## config.mk

```make
export PLATFORM = sky130hd
export DESIGN_NAME = shift_rotate_pipe
export DESIGN_NICKNAME = d
export VERILOG_FILES = /design/src/rtl/shift_rotate_pipe.sv
export SDC_FILE = /design/constraint.sdc
export NUM_CORES = 1
export LEC_CHECK = 0
export BUFFER_PORTS_ARGS = -buffer_cell sky130_fd_sc_hd__buf_2
export CAP_MARGIN = 20
export CELL_PAD_IN_SITES_DETAIL_PLACEMENT = 0
export CELL_PAD_IN_SITES_GLOBAL_PLACEMENT = 1
export CORE_MARGIN = 4
export CORE_UTILIZATION = 48
export DETAILED_ROUTE_END_ITERATION = 12
export GPL_TIMING_DRIVEN = 1
export PLACE_DENSITY_LB_ADDON = 0.1
export SYNTH_ARGS = -nofsm -noshare
export SYNTH_HDL_FRONTEND = slang
export SYNTH_SLANG_ARGS = --single-unit
```

## constraint.sdc

```tcl
create_clock -name clk -period 5.29 [get_ports clk]
set_clock_uncertainty 0.1 [all_clocks]
set_input_delay 0.7935 -clock clk [delete_from_list [all_inputs] [get_ports clk]]
set_output_delay 0.7935 -clock clk [all_outputs]
set_load 0.005 [all_outputs]
```

## src/rtl/shift_rotate_pipe.sv

```systemverilog
// Pipelined shift/rotate unit: log2(WIDTH) registered stages, each applying 2^i when count bit i
// is set. Carry is resolved at the input stage and piped; zero is registered with the result.
module shift_rotate_pipe #(
   parameter int WIDTH = 8,
   parameter int CNT_W = $clog2(WIDTH)
) (
   input  logic             clk,
   input  logic             rst_n,
   input  logic             in_valid,
   output logic             in_ready,
   input  logic [WIDTH-1:0] data,
   input  logic [CNT_W-1:0] shiftCount,
   input  logic [2:0]       operation,
   output logic             out_valid,
   input  logic             out_ready,
   output logic [WIDTH-1:0] result,
   output logic             carry,
   output logic             zero
);

   localparam logic [2:0] OpSll = 3'd0;
   localparam logic [2:0] OpSrl = 3'd1;
   localparam logic [2:0] OpSra = 3'd2;
   localparam logic [2:0] OpRol = 3'd3;
   localparam logic [2:0] OpRor = 3'd4;

   if (CNT_W != $clog2(WIDTH) || WIDTH < 4 || (WIDTH & (WIDTH - 1)) != 0) begin : g_bad_param
      $error("shift_rotate_pipe: WIDTH must be a power of two >= 4 and CNT_W left at default");
   end

   logic             advance;
   logic             in_carry;
   logic [CNT_W-1:0] idx_l;
   logic [CNT_W-1:0] idx_r;
   logic             zero_q;

   // Global stall: every stage, bubbles included, holds while the output is blocked.
   assign advance  = !out_valid || out_ready;
   assign in_ready = advance;

   function automatic logic [WIDTH-1:0] stage_shift(input logic [WIDTH-1:0] d,
                                                    input logic [2:0]       op,
                                                    input int unsigned      amt);
      logic [WIDTH-1:0] r;
      case (op)
         OpSll:   r = d << amt;
         OpSrl:   r = d >> amt;
         OpSra:   r = $unsigned($signed(d) >>> amt);
         OpRol:   r = (d << amt) | (d >> (WIDTH - amt));
         OpRor:   r = (d >> amt) | (d << (WIDTH - amt));
         default: r = d;
      endcase
      return r;
   endfunction

   // WIDTH-n and n-1, both taken modulo WIDTH; only used when n != 0.
   assign idx_l = CNT_W'(WIDTH) - shiftCount;
   assign idx_r = shiftCount - CNT_W'(1);

   always_comb begin
      in_carry = 1'b0;
      if (shiftCount != '0) begin
         case (operation)
            OpSll, OpRol:        in_carry = data[idx_l];
            OpSrl, OpSra, OpRor: in_carry = data[idx_r];
            default:             in_carry = 1'b0;
         endcase
      end
   end

   for (genvar i = 0; i < CNT_W; i++) begin : g_stage
      localparam int CW = CNT_W - i;

      logic             v_in;
      logic [WIDTH-1:0] d_in;
      logic [2:0]       op_in;
      logic [CW-1:0]    cnt_in;
      logic             c_in;
      logic [WIDTH-1:0] d_nx;

      logic             v_q;
      logic [WIDTH-1:0] d_q;
      logic             c_q;

      if (i == 0) begin : g_src_in
         assign v_in   = in_valid;
         assign d_in   = data;
         assign op_in  = operation;
         assign cnt_in = shiftCount;
         assign c_in   = in_carry;
      end else begin : g_src_prev
         assign v_in   = g_stage[i-1].v_q;
         assign d_in   = g_stage[i-1].d_q;
         assign op_in  = g_stage[i-1].g_fwd.op_q;
         assign cnt_in = g_stage[i-1].g_fwd.cnt_q;
         assign c_in   = g_stage[i-1].c_q;
      end

      // Bit 0 of the remaining count always belongs to this stage.
      assign d_nx = cnt_in[0] ? stage_shift(d_in, op_in, 32'd1 << i) : d_in;

      always_ff @(posedge clk or negedge rst_n) begin
         if (!rst_n) begin
            v_q <= 1'b0;
            d_q <= '0;
            c_q <= 1'b0;
         end else if (advance) begin
            v_q <= v_in;
            d_q <= d_nx;
            c_q <= c_in;
         end
      end

      if (i < CNT_W - 1) begin : g_fwd
         logic [2:0]    op_q;
         logic [CW-2:0] cnt_q;

         always_ff @(posedge clk or negedge rst_n) begin
            if (!rst_n) begin
               op_q  <= '0;
               cnt_q <= '0;
            end else if (advance) begin
               op_q  <= op_in;
               cnt_q <= cnt_in[CW-1:1];
            end
         end
      end
   end

   always_ff @(posedge clk or negedge rst_n) begin
      if (!rst_n) begin
         zero_q <= 1'b0;
      end else if (advance) begin
         zero_q <= (g_stage[CNT_W-1].d_nx == '0);
      end
   end

   assign out_valid = g_stage[CNT_W-1].v_q;
   assign result    = g_stage[CNT_W-1].d_q;
   assign carry     = g_stage[CNT_W-1].c_q;
   assign zero      = zero_q;

endmodule

```

==> flow_summary.ini, run 1 <==
[status]
run_status = completed

[die]
core-area_sq_um = 4880
ios = 30
die_h_um = 79.9
num_rows = 25
die_w_um = 79.9
start_util_pct = 50.9
dieArea_sq_um = 6390

[critical_path]
critPathKind = input pin to primary output
crit_start = out_ready
setup.worst_path.end = in_ready
path_buf_inv = 4
crit_top_cell = buf_2
r2r_start = g_stage[1].g_fwd.op_q[0]$_DFFE_PN0P_
worst_r2r_path_depth = 5
path_cells = buf_2, nor2b_2, buf_4, inv_2, buf_2
cp.required_ps = 4400
crit_path_start_kind = input pin
r2r_end = zero$_DFFE_PN0P_
cp_slowest_cell = buf_4
r2r_slack_ps = 3220
crit_path_end_kind = primary output
slowest_delay_ps = 400
critPathMaxFanout = 49
cp.depth = 5
worstPathArrival_ps = 1920
cpLargestDelayFamily = buffers and inverters

[cells_and_area]
syn_to_final_growth_pct = 10.1
final_cell_mix = 51 x nand2_1, 40 x dfrtp_1, 29 x buf_2, 28 x o21ai_0, 16 x nor2_1
final_common_cell = nand2_1
final_area_sq_um = 2740
drive_gt1_share_pct = 18.6
post-route-util_pct = 56.1
n_antenna_cell = 0
nets = 316
final_cell_count_no_fill = 363

[cts]
clk_pin_slew_ps = 90
cts_sinks = 40
worstSkewPairLatency_ps = 300
cts-root-buf = clkbuf_8
clockBufferDepth = 2
ctsResizeCount = 0
cts_setup_buffers = 0
h-tree-depth = 2
numCtsBuffers = 5
holdBufCountCts = 0
cts_tree = yes

[sta]
setup_slack_ps = 2480
fmax_mhz = 356
timing.final.crit_share_pct = 53.1
max-slew-margin-rel_pct = 41.3
setup_viol = 0
hold_viol_final = 0
grt_setup_unrepaired = no
worst_pin_slew_ps = 880
min_period_ps = 2810
finalMaxSlewViolations = 0
fin_setup_tns_ps = 0

[logic_synthesis]
yosysTopAreaCell = dfrtp_1
synth_top_area_share_pct = 40.3
synth.distinct_cells = 52
synth_fp_nets = 300
ys_async_sr_fraction_pct = 100
synth_area_sq_um = 2480
ys_warn_count = 0
syn_avg_cell_area_sq_um = 8.90
synth_ff_type = dfrtp_1
ys_seq_elements = 40
synthTopCellsByArea = dfrtp_1 40%, nand2_1 7.7%, o21ai_0 5.6%
ys_seq_area_share_pct = 40.3
netlist_instances = 279
synth_edf_count = 0

[placement]
dp.cells = 355
dp_slack_ps = 2470
globalplace.congestion = 0.859
dp_hpwl_um = 4110
port-buffer-count = 29
post_dp_cell_area_sq_um = 2620

[power]
p_clk_share_pct = 19.1
pwr-share-comb_pct = 38.7
switching_power_mw = 0.549
pwr-share-seq_pct = 42.2
p_int_mw = 0.811
power_density_nw_per_um2 = 497
ir_drop_mv = 0.280
sw_frac_of_total_pct = 40.4
p_leak_nw = 1.18

[global_routing]
grt_pass1_wl_um = 9920
grt-ovfl-total = 0
grt_max_degree = 50
track_usage_pct = 19.9
grt_pass1_vias = 1952
antenna_found_initial = 0

[drt]
wl_um = 5810
drt_iter0_drc = 190
vias = 2086
dr.pass1.iters = 4
avgRoutedWirePerCell_um = 16.0
ant_nets = 0
drc_errors = 0
viasPerCell = 5.75

[job]
maxCapViolations = 0

[worst_hold_path]
min_path_type = flip-flop to flip-flop
==> layer usage <==
layer | GRT usage [%] | vias up | part of all wire (%)
met1 | 29.3 | 960 | 50
met4 | 6.08 | 0 | 1.7
met3 | 4.06 | 9 | 6.2
met2 | 29.2 | 69 | 42
li1 | - | 1048 | -
met5 | 0 | - | 0
==> cell families after synthesis <==
group | Yosys count | synth area share [%]
AO/OA/AOI/OAI | 96 | 26.2
adder cells (fa/ha/maj) | 6 | 2.72
flip-flops | 40 | 40.3
XOR/XNOR | 3 | 1.06
AND/OR/NAND/NOR | 87 | 15.2
buffers and inverters | 31 | 5.64
multiplexers | 16 | 8.87
==> final cells by class <==
type | instances | area [sq um]
fillers | 483 | 2140
multi-input cells | 208 | 1350
flip-flops and latches | 40 | 1000
repair buffers | 30 | 153
well taps | 67 | 83.8
clock buffers | 5 | 68.8
clock inverters | 3 | 46.3
inverters | 10 | 37.5
==> worst min-delay path by stage <==
| stage | startpoint | endpoint | slack, ps | cells after the start |
|---|---|---|---|---|
| 6_report | carry$_DFFE_PN0P_ | carry$_DFFE_PN0P_ | 370 | 2 |
| 5_1_grt | carry$_DFFE_PN0P_ | carry$_DFFE_PN0P_ | 400 | 2 |
| 4_1_cts | carry$_DFFE_PN0P_ | carry$_DFFE_PN0P_ | 370 | 2 |
| 3_5_place_dp | carry$_DFFE_PN0P_ | carry$_DFFE_PN0P_ | 350 | 2 |
| 3_3_place_gp | g_stage[1].v_q$_DFFE_PN0P_ | g_stage[1].v_q$_DFFE_PN0P_ | 350 | 2 |
| 2_1_floorplan | g_stage[1].v_q$_DFFE_PN0P_ | g_stage[1].v_q$_DFFE_PN0P_ | 330 | 2 |
==> Yosys cell counts (2+ instances only) <==
master	instances
a21oi_1	15
a221o_1	3
a221oi_1	3
a22oi_1	4
a31oi_1	2
a32o_1	2
a32oi_1	3
and2_1	2
buf_1	5
buf_2	4
buf_6	2
clkbuf_1	9
dfrtp_1	40
ha_1	3
inv_1	9
maj3_1	3
mux2_2	8
mux2i_1	4
mux4_2	4
nand2_1	51
nand2b_1	2
nor2_1	16
nor2b_1	3
nor3_1	3
nor3b_1	4
o211a_1	2
o21a_1	2
o21ai_0	28
o22a_1	3
o22ai_1	9
o2bb2ai_1	6
o31ai_1	3
o32ai_1	2
xor2_1	2
==> power by group through the flow <==
stage	Clock [mW]	Combinational (mW)	Sequential [mW]
after global routing	0.278	0.600	0.594
after detailed placement	0	0.526	0.579
final	0.259	0.526	0.574
after CTS	0.266	0.528	0.572
after global placement	0	0.523	0.578
after floorplan	0	0.440	0.510
==> worst reg2reg max path, cell delays in order (launching register included) <==
cell and delay [ps]:
dfrtp_1 500, nor3b_1 570, a22oi_1 120, o21ai_0 330
nor4_1 90, a32o_1 260
==> state kept, by name (all words and copies together), names as in the netlist <==
signal               cells
zero                     1
g_stage.g_fwd.cnt_q      3
carry                    1
out_valid                1
result                   8
g_stage.g_fwd.op_q       6
g_stage.d_q             16
g_stage.v_q              2
g_stage.c_q              2
==> through the flow <==
stage | hold WS, ps | total power [mW]
global route | 405 | 1.47
CTS | 372 | 1.37
floorplan | 330 | 0.950
global placement | 347 | 1.10
finish | 367 | 1.36
detailed placement | 351 | 1.11
No activity file was read; power rests on OpenSTA's default activity.
==> inputs of run 2 (changes only) <==
--- a/config.mk
+++ b/config.mk
@@ -5,12 +5,13 @@
 export SDC_FILE = /design/constraint.sdc
 export NUM_CORES = 1
 export LEC_CHECK = 0
+export ABC_AREA = 1
 export BUFFER_PORTS_ARGS = -buffer_cell sky130_fd_sc_hd__buf_2
 export CAP_MARGIN = 20
 export CELL_PAD_IN_SITES_DETAIL_PLACEMENT = 0
 export CELL_PAD_IN_SITES_GLOBAL_PLACEMENT = 1
 export CORE_MARGIN = 4
-export CORE_UTILIZATION = 48
+export CORE_UTILIZATION = 37
 export DETAILED_ROUTE_END_ITERATION = 12
 export GPL_TIMING_DRIVEN = 1
 export PLACE_DENSITY_LB_ADDON = 0.1
==> constraint.sdc (replaced) <==
create_clock -name clk -period 2.45 [get_ports clk]
set_clock_uncertainty 0.1 [all_clocks]
set_input_delay 0.3675 -clock clk [delete_from_list [all_inputs] [get_ports clk]]
set_output_delay 0.3675 -clock clk [all_outputs]
set_load 0.005 [all_outputs]
==> flow_summary.ini, run 2 <==
[cells_and_area]
final_common_cell = nand2_1
final_cell_mix = 97 x nand2_1, 40 x dfrtp_1, 29 x o21ai_0, 29 x buf_2, 28 x inv_1
largest_reg_flops = 16
nets = 381
syn_to_final_growth_pct = 13.8
regMostFlops = g_stage.d_q
drive_gt1_share_pct = 19.1
post-route-util_pct = 44.2
fillers = 639
n_antenna_cell = 0

[placement]
port-buffer-count = 29
dp_hpwl_um = 4320
globalplace.congestion = 0.809

[drt]
avgRoutedWirePerCell_um = 13.3
viasPerCell = 5.02
drc_errors = 0
drt_iter0_drc = 119
vias = 2190
wl_um = 5780
ant_nets = 0
dr.pass1.iters = 4

[critical_path]
slowest_delay_ps = 350
critPathMaxFanout = 25
cp_slowest_cell = dfrtp_1
crit_path_start_kind = flip-flop
worst_r2r_path_depth = 6
worstPathArrival_ps = 1520
cp.required_ps = 1980
crit_path_end_kind = primary output
r2r_slack_ps = 790
critPathKind = flip-flop to primary output
r2r_end = g_stage[1].d_q[4]$_DFFE_PN0P_
path_cells = inv_1, nor2_4, inv_2, buf_2
r2r_start = out_valid$_DFFE_PN0P_

[die]
die_w_um = 87.5
core-area_sq_um = 6030
start_util_pct = 38.8
ios = 30
dieArea_sq_um = 7660
die_h_um = 87.5
num_rows = 28

[cts]
clk_pin_slew_ps = 90
h-tree-depth = 2
numCtsBuffers = 5
cts_sinks = 40
cts_setup_buffers = 0
holdBufCountCts = 0
cts_tree = yes
clockBufferDepth = 2
worstSkewPairLatency_ps = 300
ctsResizeCount = 0
cts-root-buf = clkbuf_8

[logic_synthesis]
synth_ff_type = dfrtp_1
ys_async_sr_fraction_pct = 100
synth-xor-area-share_pct = 0
ys_warn_count = 0
syn_avg_cell_area_sq_um = 7.07
synth_area_sq_um = 2340
synth-compound-area-share_pct = 18.5
synth_top_family_by_area = simple AND/OR/NAND/NOR gates
yosys-mux-area-fraction_pct = 0
yosys-top-cells-count = 97 x nand2_1, 40 x dfrtp_1, 29 x o21ai_0
yosysTopAreaCell = dfrtp_1
netlist_instances = 331
ys_seq_area_share_pct = 42.8
synth_top_area_share_pct = 42.8
ys_seq_elements = 40
synth_edf_count = 0
synth.distinct_cells = 27
yosys.cell_count.top_type = nand2_1
synth_fp_nets = 352
synth-adder-area-share_pct = 1.60
synthTopCellsByArea = dfrtp_1 43%, nand2_1 16%, o21ai_0 6.2%
synth-simple-area-share_pct = 29.0

[sta]
min_period_ps = 1990
finalMaxSlewViolations = 0
hold_viol_final = 0
grt_setup_unrepaired = no
setup_viol = 0
max-slew-margin-rel_pct = 65.7
hold_ws_ps = 5.50
fin_setup_tns_ps = 0
timing.final.crit_share_pct = 81.2
fmax_mhz = 503
worst_pin_slew_ps = 515

[worst_hold_path]
min_path_type = input pin to async pin

[status]
run_status = completed

[global_routing]
track_usage_pct = 16.6
antenna_found_initial = 0
grt_pass1_wl_um = 10100
grt_max_degree = 41
grt_pass1_vias = 2110
grt-ovfl-total = 0

[job]
maxCapViolations = 0

[power]
p_leak_nw = 1.35
power_density_nw_per_um2 = 1040
ir_drop_mv = 0.603
total_power_mw = 2.77
-- run 2: cell types whose count changed after synthesis, sizes merged, moves of 10 or more --
cell,change
o21ai,+20
inv,+27
nor2,+21
buf,-10
nand2,+54
-- run 2: power breakdown --
group / leakage (nW) / switching (mW) / internal [mW]
clock: 0.0548 / 0.264 / 0.307
sequential: 0.481 / 0.172 / 0.909
combinational: 0.813 / 0.724 / 0.396
-- run 2: worst max-delay path, delay by kind of cell, from the launching register on --
kind,cells,cell delay [ps]
buf+inv,3,550
simple gates,1,320
flops,1,350
-- run 2: through the flow --
step,setup WS (ps),instance area [sq um],std cells
6_report,460,2670,436
5_1_grt,241,2670,436
4_1_cts,421,2670,436
3_5_place_dp,580,2550,428
3_3_place_gp,595,2550,428
2_1_floorplan,989,2340,331
-- run 2: metal layers --
metal  vias to the layer above  share of wire, %  global-route usage [%]  routed length (um)
met3                         2               5.2                    3.01                 302
li1                       1126                 -                       -                   -
met1                      1012                50                    24.5                2880
met5                         -                 0                       0                   0
met4                         0              0.29                    3.77                  17
met2                        50                45                    25.3                2580
-- run 2: final cells by class --
class | count | area [sq um] | share of cell area, %
inverter | 39 | 146 | 5.49
clock inverter | 3 | 46.3 | 1.74
tap | 75 | 93.8 | 3.52
timing repair buffer | 31 | 160 | 6.01
clock buffer | 5 | 68.8 | 2.58
sequential | 40 | 1000 | 37.6
multi-input combinational | 243 | 1150 | 43.1
-- run 2: worst max-delay path by stage --
stage                          startpoint                          to  slack (ps)  depth (start not counted)
floorplan                   shiftCount[0]  g_stage[0].c_q$_DFFE_PN0P_         990                          9
global placement            shiftCount[0]  g_stage[0].c_q$_DFFE_PN0P_         590                         11
detailed placement          shiftCount[0]  g_stage[0].c_q$_DFFE_PN0P_         580                         10
CTS                 out_valid$_DFFE_PN0P_                    in_ready         420                          4
global route        out_valid$_DFFE_PN0P_                    in_ready         240                          4
finish              out_valid$_DFFE_PN0P_                    in_ready         460                          4
-- run 2: cells by family after synthesis --
| logic type | count (synthesis) |
|---|---|
| AOI/OAI and AO/OA | 82 |
| adders and majority gates | 3 |
| buffers and inverters | 48 |
| DFF | 40 |
| and+or+nand+nor | 158 |
==> inputs of run 3 (changes only) <==
--- a/config.mk
+++ b/config.mk
@@ -5,13 +5,13 @@
 export SDC_FILE = /design/constraint.sdc
 export NUM_CORES = 1
 export LEC_CHECK = 0
-export ABC_AREA = 1
+export ABC_AREA = 0
 export BUFFER_PORTS_ARGS = -buffer_cell sky130_fd_sc_hd__buf_2
 export CAP_MARGIN = 20
 export CELL_PAD_IN_SITES_DETAIL_PLACEMENT = 0
 export CELL_PAD_IN_SITES_GLOBAL_PLACEMENT = 1
 export CORE_MARGIN = 4
-export CORE_UTILIZATION = 37
+export CORE_UTILIZATION = 40
 export DETAILED_ROUTE_END_ITERATION = 12
 export GPL_TIMING_DRIVEN = 1
 export PLACE_DENSITY_LB_ADDON = 0.1
==> constraint.sdc (replaced) <==
create_clock -name clk -period 1.6 [get_ports clk]
set_clock_uncertainty 0.1 [all_clocks]
set_input_delay 0.24 -clock clk [delete_from_list [all_inputs] [get_ports clk]]
set_output_delay 0.24 -clock clk [all_outputs]
set_load 0.005 [all_outputs]
==> flow_summary.ini, run 3 (synthesis results as in run 1) <==
[die]
die_w_um = 86.8
dieArea_sq_um = 7530
num_rows = 28
start_util_pct = 41.7
ios = 30
die_h_um = 86.8
core-area_sq_um = 5960

[power]
p_leak_nw = 1.50
power_density_nw_per_um2 = 1620
ir_drop_mv = 0.679
total_power_mw = 5.47

[critical_path]
r2r_slack_ps = -170
critPathKind = flip-flop to flip-flop
crit_path_end_kind = flip-flop
critPathMaxFanout = 2
crit_path_start_kind = flip-flop
worstPathArrival_ps = 1910
cp.required_ps = 1740

[cts]
numCtsBuffers = 5
h-tree-depth = 2
cts_tree = yes
worstSkewPairLatency_ps = 290
cts_sinks = 40
cts-root-buf = clkbuf_8
clk_pin_slew_ps = 80
clockBufferDepth = 2

[cells_and_area]
n_antenna_cell = 0
register_area_sq_um = 1000
fillers = 563
final_cell_count_no_fill = 422
drive_gt1_share_pct = 38.0
final_cell_mix = 50 x nand2_1, 43 x buf_4, 37 x dfrtp_1, 29 x buf_2, 18 x o21ai_0
multi_input_area_sq_um = 1540
regMostFlops = g_stage.d_q
syn_to_final_growth_pct = 35.9
final_common_cell = nand2_1
largest_reg_flops = 16
nets = 368
post-route-util_pct = 56.7

[job]
maxCapViolations = 0

[global_routing]
grt_pass1_vias = 2276
grt-ovfl-total = 0
grt_pass1_wl_um = 10800
track_usage_pct = 18.2
antenna_found_initial = 0
grt_max_degree = 27

[drt]
dr.pass1.iters = 4
drc_errors = 0
avgRoutedWirePerCell_um = 15.5
ant_nets = 0
viasPerCell = 5.51
wl_um = 6550
drt_iter0_drc = 102
vias = 2327

[sta]
setup_viol = 6
fin_setup_tns_ps = -571
setup_slack_ps = -171
timing.final.crit_share_pct = 111
hold_ws_ps = 38.9
worst_pin_slew_ps = 384
fmax_mhz = 565
finalMaxSlewViolations = 0
max-slew-margin-rel_pct = 74.4
hold_viol_final = 0
min_period_ps = 1770
grt_setup_unrepaired = yes

[placement]
port-buffer-count = 29
globalplace.congestion = 0.858
dp.cells = 407
dp_hpwl_um = 4940

[status]
run_status = complete, but fails checks
violations = setup timing

[worst_hold_path]
min_path_type = input pin to flip-flop
## run 3: cell types whose count changed in the layout (fill, tap and decap cells not counted), moves of 10 or more
cell and change:
a21oi_1 -11, buf_4 +41, inv_1 -20, nand2_1 -47, nor2_1 -10, nor2_2 -10, o21ai_0 -11, o21ai_1 -10
## run 3: critical path: stages (launching register included)
cell and delay, ps:
dfrtp_1 380, nor2b_1 140, a32o_1 260, a221o_1 340, nor4_2 310, a32o_1 190
## run 3: report_power, final
part	leakage [nW]	switching [mW]	internal, mW	total, mW
combinational	0.980	1.35	1.58	2.93
clock	0.0503	0.345	0.384	0.729
sequential	0.474	0.403	1.40	1.81
## run 3: through the flow
| step | worst slack [ps] | instance area [sq um] |
|---|---|---|
| finish | -171 | 3380 |
| CTS | -166 | 3290 |
| global route | -251 | 3380 |
| detailed placement | -289 | 3050 |
| floorplan | -208 | 2550 |
| global placement | -231 | 3050 |
## run 3: per-layer routing
metal / track usage, % / share of wire (%) / vias up / routed length, um
met4: 6.09 / 1.6 / 0 / 105
met1: 21.5 / 43 / 1121 / 2800
met3: 2.85 / 2.9 / 10 / 189
met5: 0 / 0 / - / 0
li1: - / - / 1157 / -
met2: 33.3 / 53 / 39 / 3460
## run 3: path summary, 6_finish.rpt
| path | startpoint | to | depth (start not counted) |
|---|---|---|---|
| worst max register to register | g_stage[1].g_fwd.cnt_q$_DFFE_PN0P_ | zero$_DFFE_PN0P_ | 5 |
| max in group asynchronous | rst_n | g_stage[0].g_fwd.op_q[0]$_DFFE_PN0P_ | 3 |
| worst min-delay path | in_valid | g_stage[0].v_q$_DFFE_PN0P_ | 3 |
| worst max-delay path | g_stage[1].g_fwd.cnt_q$_DFFE_PN0P_ | zero$_DFFE_PN0P_ | 5 |
| worst min register to register | carry$_DFFE_PN0P_ | carry$_DFFE_PN0P_ | 2 |
| min in group asynchronous | rst_n | zero$_DFFE_PN0P_ | 2 |
## run 3: area by class of cell
| class | count | area share (%) |
|---|---|---|
| inverter | 10 | 1.33 |
| tap | 75 | 2.78 |
| clock buffer | 7 | 2.85 |
| multi-input combinational | 209 | 45.7 |
| sequential | 40 | 29.8 |
| timing repair buffer | 81 | 17.6 |
## run 3: repair_timing
item / CTS / global route
resized for setup: 29 / 17
endpoints found under the setup margin: 14 / 17
hold endpoints to repair: 14 / 0
buffers inserted: 3 / 4
cloned: 1 / 0
pin swaps: 16 / 18
hold buffers: 1 / 0
